### src/rtl/sram_init_bridge.sv
// Bridge between the fabric SRAM port and the 1024x32 macro: clears the macro after
// reset, then forwards fabric accesses once configured and holds read data between reads.
module sram_init_bridge #(
  parameter int unsigned          ADDR_W         = 10,
  parameter int unsigned          DATA_W         = 32,
  parameter bit                   CLEAR_ON_RESET = 1'b1,
  parameter logic [DATA_W-1:0]    INIT_VALUE     = '0
) (
  input  logic              UserCLK,
  input  logic              reset,
  input  logic              CONFIGURED,
  input  logic [ADDR_W-1:0] fab_addr,
  input  logic [DATA_W-1:0] fab_din,
  input  logic [DATA_W-1:0] fab_bm,
  input  logic              fab_wen,
  input  logic              fab_men,
  input  logic              fab_ren,
  output logic [DATA_W-1:0] fab_dout,
  output logic [ADDR_W-1:0] mem_addr,
  output logic [DATA_W-1:0] mem_din,
  output logic [DATA_W-1:0] mem_bm,
  output logic              mem_wen,
  output logic              mem_men,
  output logic              mem_ren,
  input  logic [DATA_W-1:0] mem_dout,
  output logic              init_busy,
  output logic              init_done
);

  typedef enum logic [1:0] {
    S_IDLE     = 2'd0,
    S_INIT     = 2'd1,
    S_WAIT_CFG = 2'd2,
    S_RUN      = 2'd3
  } state_t;

  state_t              r_state;
  state_t              w_state_nxt;
  logic [ADDR_W-1:0]   r_cnt;
  logic [ADDR_W-1:0]   w_cnt_nxt;
  logic                r_init_done;
  logic                w_init_done_nxt;
  logic                r_rd_pend;
  logic [DATA_W-1:0]   r_dout_q;
  logic                w_cnt_last;

  assign w_cnt_last = &r_cnt;

  // State, sweep counter and read-hold registers
  always_ff @(posedge UserCLK) begin
    if (reset) begin
      r_state     <= S_IDLE;
      r_cnt       <= '0;
      r_init_done <= 1'b0;
      r_rd_pend   <= 1'b0;
      r_dout_q    <= '0;
    end else begin
      r_state     <= w_state_nxt;
      r_cnt       <= w_cnt_nxt;
      r_init_done <= w_init_done_nxt;
      r_rd_pend   <= mem_men & mem_ren;
      if (r_rd_pend) begin
        r_dout_q <= mem_dout;
      end
    end
  end

  // Next state and macro drive; enables in RUN are gated by CONFIGURED in the same cycle
  always_comb begin
    w_state_nxt     = r_state;
    w_cnt_nxt       = r_cnt;
    w_init_done_nxt = r_init_done;
    mem_addr        = '0;
    mem_din         = '0;
    mem_bm          = '0;
    mem_wen         = 1'b0;
    mem_men         = 1'b0;
    mem_ren         = 1'b0;
    case (r_state)
      S_IDLE: begin
        if (CLEAR_ON_RESET) begin
          w_state_nxt = S_INIT;
        end else begin
          w_state_nxt     = S_WAIT_CFG;
          w_init_done_nxt = 1'b1;
        end
      end
      S_INIT: begin
        mem_addr  = r_cnt;
        mem_din   = INIT_VALUE;
        mem_bm    = '1;
        mem_wen   = 1'b1;
        mem_men   = 1'b1;
        w_cnt_nxt = r_cnt + ADDR_W'(1);
        if (w_cnt_last) begin
          w_state_nxt     = S_WAIT_CFG;
          w_init_done_nxt = 1'b1;
          w_cnt_nxt       = '0;
        end
      end
      S_WAIT_CFG: begin
        if (CONFIGURED) begin
          w_state_nxt = S_RUN;
        end
      end
      S_RUN: begin
        mem_addr = fab_addr;
        mem_din  = fab_din;
        mem_bm   = fab_bm;
        mem_men  = fab_men & CONFIGURED;
        mem_wen  = fab_wen & CONFIGURED;
        mem_ren  = fab_ren & CONFIGURED;
        if (!CONFIGURED) begin
          w_state_nxt = S_WAIT_CFG;
        end
      end
      default: begin
        w_state_nxt = S_IDLE;
      end
    endcase
  end

  // Bypass fresh macro data the cycle after a read, otherwise present the held copy
  assign fab_dout  = r_rd_pend ? mem_dout : r_dout_q;
  assign init_busy = (r_state == S_INIT);
  assign init_done = r_init_done;

endmodule
### config.mk
export PLATFORM = sky130hd
export DESIGN_NAME = sram_init_bridge
export DESIGN_NICKNAME = d
export VERILOG_FILES = /design/src/rtl/sram_init_bridge.sv
export SDC_FILE = /design/constraint.sdc
export NUM_CORES = 1
export LEC_CHECK = 0
export CAP_MARGIN = 20
export CORE_MARGIN = 1
export CORE_UTILIZATION = 33
export CTS_CLUSTER_SIZE = 40
export DETAILED_ROUTE_END_ITERATION = 10
export MAX_ROUTING_LAYER = met4
export PLACE_DENSITY = 0.88
export SKIP_CTS_REPAIR_TIMING = 1
export SYNTH_ARGS = -nofsm -noshare
export SYNTH_HDL_FRONTEND = slang
export SYNTH_SLANG_ARGS = --single-unit
### constraint.sdc
create_clock -name UserCLK -period 1.7 [get_ports UserCLK]
set_input_delay 0.17 -clock UserCLK [delete_from_list [all_inputs] [get_ports UserCLK]]
set_output_delay 0.17 -clock UserCLK [all_outputs]
set_load 0.005 [all_outputs]
Yosys cells after proc, flatten, opt, wreduce, memory -nomap -nowiden

Cells that the tools add are included.

Output and inout bits: 111
Bits of input ports: 112
Register bits after elaboration: 46

Reductions and logical operators: 4
Bitwise logic cells: 4
Equal/unequal tests: 6
Multiplexer cells: 12
Add/subtract/negate cells: 1

Operator list:

| cell                                                             | number |
|---|---|
| 32-bit 2-to-1 mux                                                | 2 |
| 32-bit one-hot mux with 2 select lines                           | 1 |
| 10-bit one-hot mux with 2 select lines                           | 1 |
| 11-bit AND reduction                                             | 1 |
| 10-bit by 1-bit adder with 10-bit output (second input constant) | 1 |
| 10-bit 2-to-1 mux                                                | 1 |
| 10-bit AND reduction                                             | 1 |
| 2-bit one-hot mux with 4 select lines                            | 1 |
| 2-bit 2-to-1 mux                                                 | 3 |
| 1-bit bitwise AND                                                | 4 |
| 2-bit == test (second input constant)                            | 2 |
| 2-bit != test (second input constant)                            | 2 |
| 1-bit one-hot mux with 2 select lines                            | 2 |
| 3-bit AND reduction                                              | 1 |
| 2-bit by 1-bit == test with 1-bit output (second input constant) | 1 |
| 2-bit zero test                                                  | 1 |
| 2-bit by 1-bit != test with 1-bit output (second input constant) | 1 |
| 1-bit 2-to-1 mux                                                 | 1 |

Longest topological paths before layout

Depth in word-level cells: 3
Depth in mapped cells: 5
Mapped depth without buffers: 4

Worst setup path before layout

Ideal clock, no wire load.

Kind: reg2reg
From: reg r_cnt[0]
To: reg r_cnt[8]
Clock period less this slack: 1461 ps
Cell stages (with the launch flop): 5
Slack: 239 ps
Arrival time: 1391 ps
Cell sequence: dfxtp_1 > ha_1 > nand3_2 > or4_1 > a21oi_1

Longest elaborated chain between the ends: 2
Elaborated cells between the ends (all ways): 3
Those cells by class: add/sub (1); mux (1); reduce/logical (1)

RTL lines:

| item                                                                                    | RTL line | source |
|---|---|---|
| start, declared                                                                         | 39       | `logic [ADDR_W-1:0] r_cnt;` |
| start signal, assigned                                                                  | 59       | `r_cnt <= w_cnt_nxt;` |
| 10-bit by 1-bit adder with 10-bit output / 10-bit AND reduction (equally long branches) | 94, 47   |  |
| 10-bit 2-to-1 mux (*)                                                                   | 95       | `if (w_cnt_last) begin` |

Every way passes the cells marked *; elsewhere a longest branch is shown, timed or not.
A chain may end at the register's enable or synchronous reset.

Worst setup path in the final report

From: reg r_state[0]
To: out mem_bm[29]

Longest elaborated chain between the ends: 2
Elaborated cells between the ends (all ways): 3
Those cells by class: eq/ne (2); mux (1)

RTL lines:

| item                                                                             | RTL line | source |
|---|---|---|
| start, declared                                                                  | 37       | `state_t r_state;` |
| start signal, assigned                                                           | 58       | `r_state <= w_state_nxt;` |
| 2-bit == test / 2-bit by 1-bit == test with 1-bit output (equally long branches) | 79       | `case (r_state)` |
| 32-bit one-hot mux with 2 select lines (*)                                       | 79       |  |
| end, declared                                                                    | 21       | `output logic [DATA_W-1:0] mem_bm,` |

Marked as above.

==> impl_metrics.py <==
metrics = {
    "placed_design": {
        "io_buffers": 222,
        "placed_cell_area_um2": 5120,
        "finalWeightedCongestion": 0.806,
        "dp_hpwl_um": 7160,
        "dp_cells": 626,
    },
    "synthesis": {
        "syn_nets": 428,
        "synth_cell_types": 34,
        "synth_seq_cells": 46,
        "synth_ff_type": "dfxtp_1",
        "synth-async-reset-ratio": 0,
        "synth_common_cells": "dfxtp_1, inv_1, a21boi_0",
        "yosysMostFrequentCell": "dfxtp_1",
        "ys.warnings.count": 0,
        "syn_area_per_cell_um2": 8.61,
        "yosysTopAreaCell": "dfxtp_1",
        "yosysSeqAreaShare": 0.340,
        "netlist_area_um2": 2710,
        "synth.top_cell.area_share": 0.340,
        "synth.top_cells.by_area": "dfxtp_1, mux2_2, a21boi_0",
        "synthCells": 315,
        "synth_edf_count": 0,
    },
    "timing": {
        "min_period_ns": 1.81,
        "finalHoldViolCount": 0,
        "worst_pin_slew_ns": 0.401,
        "clock.fmax_mhz": 551,
        "setup_ws_ns": -0.114,
        "skew_ns": 0.00428,
        "setup_viol": 8,
        "tns_ns": -0.599,
        "relSlewSlack": 0.729,
        "slew_viol_final": 0,
        "finalCritPeriodShare": 1.07,
        "rsz0062_at_grt": "yes",
    },
    "global_routing": {
        "antenna_found_initial": 0,
        "grt_max_degree": 56,
        "grt_overflow": 0,
        "grt_usage": 0.214,
        "grt_pass1_vias": 2986,
        "grt_pass1_wl_um": 14300,
    },
    "hold_path": {
        "whs_endpoint": "init_done",
        "hold_path.startpoint": "init_done",
        "hold_path_depth": 1,
        "hold_class": "reg -> reg",
    },
    "floorplan": {
        "initial_core_util": 0.346,
        "chipHeight_um": 92.6,
        "fp.dieW_um": 92.6,
        "io_pins": 223,
        "die_area_um2": 8580,
        "core_um2": 7850,
        "rows": 32,
    },
    "cts": {
        "cts_sinks": 46,
        "root_buffer": "clkbuf_8",
        "htree_levels": 2,
        "clk_pin_slew_worst_paths_ns": 0.08,
        "cts_tree": "yes",
        "cts_buffers": 5,
        "clock_path_buffers": 2,
        "clk_latency_ns": 0.29,
    },
    "routing": {
        "vias": 3213,
        "ant_nets": 0,
        "drt-pass1-iter-count": 4,
        "drt_iter0_markers": 189,
        "route.detailed.drc": 0,
        "totalWireLength_um": 11200,
        "viasPerCell": 4.87,
        "wl_per_cell_um": 16.9,
    },
    "power": {
        "ir_worst_vdd_v": 0.000328,
        "pwr_density_cell_nw_per_um2": 441,
        "p_leak_nw": 3.95,
    },
    "critical_path": {
        "worstSetupEndpointType": "output port",
        "cp.arrival_ns": 1.64,
        "rr_startpoint": "r_state[0]",
        "startpoint_type": "register",
        "cp_max_fo": 20,
        "r2r_cells": 5,
        "cp-startpoint": "r_state[0]",
        "worst-setup-path-type": "reg -> out",
        "worstPathRequired_ns": 1.53,
        "r2r_slack_ns": 0.15,
        "reg2reg_to": "r_cnt[3]",
    },
    "flow_run": {
        "maxCapViolations": 0,
    },
    "outcome": {
        "status": "finished with violations",
        "violations": "negative setup slack",
    },
    "finish": {
        "final_net_count": 670,
        "syn2layout_area_growth_pct": 115,
        "diodes": 0,
        "drive_gt1_frac": 0.174,
        "design_area_um2": 5830,
        "fin_cells": 660,
        "nFillCells": 535,
    },
}
## flip-flops by register name (all words and copies together), names as in the netlist
name       cells
r_dout_q      32
r_state        2
r_cnt         10
init_done      1
r_rd_pend      1
## routing by layer
metal	GRT usage	up-vias	wire (µm)
li1	-	1552	-
met1	0.251	1501	4630
met2	0.370	145	5730
met3	0.0337	15	616
met4	0.0756	0	200
met5	-	-	0
## logic make-up (layout without fill, tap and decap cells)
kind of cell             count (synthesis)  in the layout  synth area share
flip-flops                              46             46             0.340
buffers and inverters                   63            306            0.0900
multiplexers                            41             41             0.166
AND/OR/NAND/NOR                        105            105             0.246
AO/OA/AOI/OAI                           58             58             0.150
XOR/XNOR                                 1              1           0.00323
adder cells (fa/ha/maj)                  1              1           0.00461
## cell usage in the layout (no fill, tap or decap), types with 4 or more instances in the layout
cell type,netlist,layout
clkdlybuf4s50_1,0,119
dlymetal6s2s_1,0,97
dfxtp_1,46,43
inv_1,37,36
and3_1,33,32
and2_1,32,32
mux2_2,27,29
buf_4,0,20
a21boi_0,35,19
a21boi_1,0,12
nor2b_1,10,10
a21oi_1,10,10
mux2i_1,9,8
nand2_1,7,7
clkbuf_8,0,6
buf_6,0,6
clkbuf_2,0,6
buf_12,0,6
clkbuf_16,0,5
a21boi_2,0,4
o31ai_1,4,4
or4_1,4,4
## worst max path at each step
stage | end | slack [ns] | cells after the start
2_1_floorplan | r_cnt[8] | 0.24 | 4
3_3_place_gp | mem_wen | -0.03 | 4
3_5_place_dp | mem_men | -0.05 | 4
4_1_cts | fab_dout[4] | -0.19 | 3
5_1_grt | mem_bm[29] | -0.19 | 3
6_report | mem_bm[29] | -0.11 | 3
## power breakdown
part	internal, mW	leakage, nW	switching, mW
clock network	0.627	0.0714	0.353
registers	1.08	0.373	0.00793
logic	0.360	3.50	0.147
total	2.06	3.95	0.508
## worst max-delay path, cell delays in order, from the launching register on
cell and delay, ns:
dfxtp_4 0.46, buf_12 0.17, a21boi_0 0.20, clkdlybuf4s50_1 0.53
## metrics by stage
stage | total power [mW] | hold WS, ns | utilization | worst slack [ns]
2_1_floorplan | 1.21 | 0.304 | - | 0.239
3_3_place_gp | 1.58 | 0.452 | 0.652 | -0.0276
3_5_place_dp | 1.59 | 0.458 | 0.652 | -0.0482
4_1_cts | 2.57 | 0.478 | 0.670 | -0.193
5_1_grt | 2.68 | 0.488 | 0.743 | -0.188
6_report | 2.57 | 0.477 | 0.743 | -0.114
## layout make-up
type                            instances  area (µm²)  area share
Sequential cell                        46         932       0.160
Clock inverter                          2        60.1      0.0103
Timing Repair Buffer                  261        2920       0.500
Inverter                               37         139      0.0238
Clock buffer                            6        82.6      0.0142
Tap cell                              102         128      0.0219
Multi-Input combinational cell        206        1570       0.270
No activity file was read; power rests on OpenSTA's default activity.
